### config.mk
export PLATFORM = sky130hd
export DESIGN_NAME = loadable_modn_counter
export DESIGN_NICKNAME = d
export VERILOG_FILES = /design/src/rtl/loadable_modn_counter.sv
export SDC_FILE = /design/constraint.sdc
export NUM_CORES = 1
export LEC_CHECK = 0
export ABC_AREA = 1
export CAP_MARGIN = 5
export CORE_AREA = 5 5 42 44
export DETAILED_ROUTE_END_ITERATION = 7
export DIE_AREA = 0 0 47 49
export PLACE_DENSITY_LB_ADDON = 0.25
export SKIP_LAST_GASP = 1
export SYNTH_ARGS = -nofsm -noshare
export SYNTH_HDL_FRONTEND = slang
export SYNTH_SLANG_ARGS = --single-unit
### constraint.sdc
create_clock -name clk -period 1.7 [get_ports clk]
set_clock_uncertainty 0.05 [all_clocks]
set_input_delay 0.17 -clock clk [delete_from_list [all_inputs] [get_ports clk]]
set_output_delay 0.17 -clock clk [all_outputs]
set_load 0.005 [all_outputs]
### src/rtl/loadable_modn_counter.sv
// Loadable modulo-N up/down counter with count enable, cascade-friendly
// terminal count, registered wrap pulse and out-of-range load flag.
// Count stays within 0..MODULUS-1 for any input sequence after reset.
module loadable_modn_counter #(
    parameter int WIDTH   = 4,
    parameter int MODULUS = 12
) (
    input  logic             clk,
    input  logic             rst,
    input  logic             en,
    input  logic             load,
    input  logic             up_dn,
    input  logic [WIDTH-1:0] data,
    output logic [WIDTH-1:0] count,
    output logic             tc,
    output logic             wrap,
    output logic             load_err
);

    // Reject moduli that cannot be represented or make no sense as a range.
    if (MODULUS < 2 || MODULUS > (2 ** WIDTH)) begin : g_bad_modulus
        $error("loadable_modn_counter: MODULUS %0d illegal for WIDTH %0d", MODULUS, WIDTH);
    end

    localparam logic [WIDTH-1:0] MAX_VAL = WIDTH'(MODULUS - 1);
    // One extra bit so MODULUS == 2**WIDTH is representable for the range check.
    localparam logic [WIDTH:0]   MOD_EXT = (WIDTH + 1)'(MODULUS);

    logic [WIDTH-1:0] r_count;
    logic             r_wrap;
    logic             r_load_err;

    logic [WIDTH-1:0] w_count_nxt;
    logic             w_wrap_nxt;
    logic             w_load_err_nxt;
    logic             w_data_ok;
    logic             w_at_max;
    logic             w_at_min;

    assign w_data_ok = ({1'b0, data} < MOD_EXT);
    assign w_at_max  = (r_count == MAX_VAL);
    assign w_at_min  = (r_count == '0);

    // Next-state selection: load beats count enable, otherwise hold.
    always_comb begin
        w_count_nxt    = r_count;
        w_wrap_nxt     = 1'b0;
        w_load_err_nxt = 1'b0;
        if (load) begin
            w_count_nxt    = w_data_ok ? data : '0;
            w_load_err_nxt = ~w_data_ok;
        end else if (en) begin
            if (up_dn) begin
                // Explicit compare keeps wrap correct even when MODULUS == 2**WIDTH.
                w_count_nxt = w_at_max ? '0 : r_count + 1'b1;
                w_wrap_nxt  = w_at_max;
            end else begin
                w_count_nxt = w_at_min ? MAX_VAL : r_count - 1'b1;
                w_wrap_nxt  = w_at_min;
            end
        end
    end

    // State register; reset also cancels any pending wrap or load_err pulse.
    always_ff @(posedge clk or negedge rst) begin
        if (!rst) begin
            r_count    <= '0;
            r_wrap     <= 1'b0;
            r_load_err <= 1'b0;
        end else begin
            r_count    <= w_count_nxt;
            r_wrap     <= w_wrap_nxt;
            r_load_err <= w_load_err_nxt;
        end
    end

    // Terminal count is combinational so a downstream en can be fed directly.
    assign tc       = en & ~load & ((up_dn & w_at_max) | (~up_dn & w_at_min));
    assign count    = r_count;
    assign wrap     = r_wrap;
    assign load_err = r_load_err;

endmodule

==> impl_metrics.py <==
metrics = {
    "place": {
        "dp.cells": 100,
        "port_buffers": 15,
        "hpwl_microns": 928,
        "place_congestion": 0.837,
    },
    "synthesis": {
        "synth_common_cells": "nand2_1, inv_1, nor2_1",
        "netlist_area_sq_um": 435,
        "synth_ff_type": "dfrtp_1",
        "synthesis.nets": 72,
        "synth_edf_count": 0,
        "syn_inst": 61,
        "postSynthAreaPerCell_sq_um": 7.14,
        "synth_top_area_share_pct": 34.5,
        "yosys_warnings": 0,
        "async_reset_ff_share_pct": 100,
        "synth_area_leaders": "dfrtp_1, nand2_1, inv_1",
        "synth_area_leader_cell": "dfrtp_1",
        "synth_seq_area_share_pct": 34.5,
        "ys_seq_elements": 6,
        "synth_cell_types": 16,
        "post-synth-top-count-cell": "nand2_1",
    },
    "drt": {
        "postRouteAntennaNets": 0,
        "routed_wl_microns": 1110,
        "via_per_inst": 4.63,
        "vias": 491,
        "drtIter0Drc": 3,
        "drc": 0,
        "avgRoutedWirePerCell_microns": 10.5,
        "drtPass1Iterations": 4,
    },
    "clocking": {
        "hold_buffers": 0,
        "clk_latency_ps": 240,
        "cts_root_buf": "clkbuf_4",
        "h-tree-depth": 1,
        "cts_tree": "done",
        "cts_buffers": 3,
        "clk_pin_slew_ps": 40,
        "clockBufferDepth": 2,
        "cts_sinks": 6,
    },
    "outcome": {
        "status": "finished clean",
    },
    "flow_run": {
        "cap_violations": 0,
    },
    "setup_path": {
        "slowest_stage": "clkdlybuf4s50_1",
        "r2r-end": "count[3]",
        "arrival_ps": 1350,
        "crit_type": "reg2out",
        "critPathMaxStageDelay_ps": 430,
        "worstPathRequired_ps": 1480,
        "timing.critical_path.from": "count[1]",
        "path_max_fanout": 3,
        "reg2regPathDepth": 8,
        "start_kind": "flop",
        "r2r-start": "count[1]",
        "crit_path_frequent_cell": "buf_4",
        "cp_cell_sequence": "buf_4 -> buf_4 -> clkdlybuf4s50_1",
        "rrSetupSlack_ps": 340,
        "timing.critical_path.to_type": "output port",
    },
    "sta": {
        "maxSlewHeadroom_pct": 82.7,
        "period_share_pct": 92.6,
        "finalSetupTns_ps": 0,
        "worstMarginPinSlew_ps": 258,
        "rsz0062_at_grt": "no",
        "final_max_slew_viol_count": 0,
        "max_freq_mhz": 635,
        "layout_min_cycle_time_ps": 1570,
        "hold_violations": 0,
        "hold_ws_ps": 117,
        "setup_viol": 0,
    },
    "power": {
        "clkPwrFrac_pct": 23.1,
        "peakVddDrop_uv": 398,
        "powerDensity_nw_per_um2": 780,
        "p_leak_nw": 0.347,
        "net-switching-power_mw": 0.171,
        "intPower_mw": 0.378,
        "seqPwrFrac_pct": 32.5,
        "swShare_pct": 31.1,
        "combPwrFrac_pct": 44.4,
    },
    "global_routing": {
        "globalRouteOverflowTotal": 0,
        "grt_first_pass_wirelength_microns": 1840,
        "grtUsageTotal_pct": 11.1,
        "grt_pass1_vias": 467,
        "grt_max_degree": 7,
        "antenna_found_initial": 0,
    },
    "die": {
        "rows": 14,
        "initial_utilization_pct": 31.1,
        "core-area_sq_um": 1400,
        "die_area_sq_um": 2300,
        "io_pins": 16,
        "die_w_microns": 47,
        "die_h_microns": 49,
    },
    "finish": {
        "layout.core_utilization_pct": 50.3,
        "syn2layout_area_growth_pct": 61.8,
        "stdcell_count": 106,
        "finalNetCount": 103,
        "drive_above_1_share_pct": 25.6,
        "num_antenna_cells": 0,
    },
    "worst_hold_path": {
        "min_path_type": "in2async",
    },
}
-- state kept, by name (all words and copies together), names as in the netlist --
signal	flops
count	4
load_err	1
wrap	1
-- what timing repair did --
action,CTS,global route
cloned,0,0
resized for setup,3,3
pin swaps,0,0
setup buffers,1,2
setup endpoints to repair,1,1
-- layout by cell type, fill, tap and decap left out --
master           count
nor2_1               8
inv_2                4
clkdlybuf4s50_1     14
ha_1                 1
nand2_1             15
a31oi_1              2
buf_4               12
clkbuf_2             1
clkbuf_4             3
nand3_1              5
o211ai_1             3
ha_2                 1
xor2_1               1
dfrtp_1              6
a22oi_1              1
a21oi_2              1
o21ai_0              4
nor2_4               1
inv_1                6
xnor2_1              1
-- routing by layer --
metal | wire, microns | vias to the layer above | GRT usage [%] | share of wire [%]
li1 | - | 256 | - | -
met1 | 461 | 219 | 12.4 | 41
met2 | 577 | 12 | 18.3 | 52
met3 | 42 | 4 | 2.21 | 3.8
met4 | 31 | 0 | 6.91 | 2.8
met5 | 0 | - | 0 | 0
-- cells by family (layout without fill, tap and decap cells) --
logic type | after synthesis | in the layout | share of synthesized area (%)
buffers and inverters | 11 | 40 | 11.2
DFF | 6 | 6 | 34.5
adders and majority gates | 2 | 2 | 5.75
and+or+nand+nor | 29 | 29 | 28.2
AOI/OAI and AO/OA | 11 | 11 | 16.4
xor gates and xnor gates | 2 | 2 | 4.02
-- power groups by stage --
| stage | clock [mW] | sequential (mW) | combinational [mW] |
|---|---|---|---|
| final | 0.127 | 0.179 | 0.244 |
| after global routing | 0.139 | 0.181 | 0.271 |
| after CTS | 0.129 | 0.180 | 0.230 |
| after detailed placement | 0 | 0.182 | 0.219 |
| after global placement | 0 | 0.181 | 0.218 |
| after floorplan | 0 | 0.182 | 0.107 |
-- per-stage QoR --
stage | instance area [sq um] | worst slack, ps | total power, mW
floorplan | 435 | 448 | 0.288
global route | 704 | 89.6 | 0.592
global placement | 662 | -31.1 | 0.399
detailed placement | 662 | -39.2 | 0.401
CTS | 693 | 37.8 | 0.538
finish | 704 | 125 | 0.549
-- layout make-up --
class	instances	area (sq um)
sequential	6	150
clock buffer	3	22.5
tap	16	20.0
timing repair buffer	27	235
inverter	10	37.5
multi-input combinational	44	239
fill	161	697
-- how the worst max path moves through the flow --
stage | endpoint | slack, ps | cells after the start
6_report | count[1] | 130 | 3
5_1_grt | tc | 90 | 7
4_1_cts | tc | 40 | 7
3_5_place_dp | tc | -40 | 6
3_3_place_gp | tc | -30 | 6
2_1_floorplan | count[1] | 450 | 5
-- critical path, delay by kind of cell, from the launching register on --
kind | cells | cell delay (ps)
buf+inv | 3 | 700
flops | 1 | 410
No activity file was read; power rests on OpenSTA's default activity.
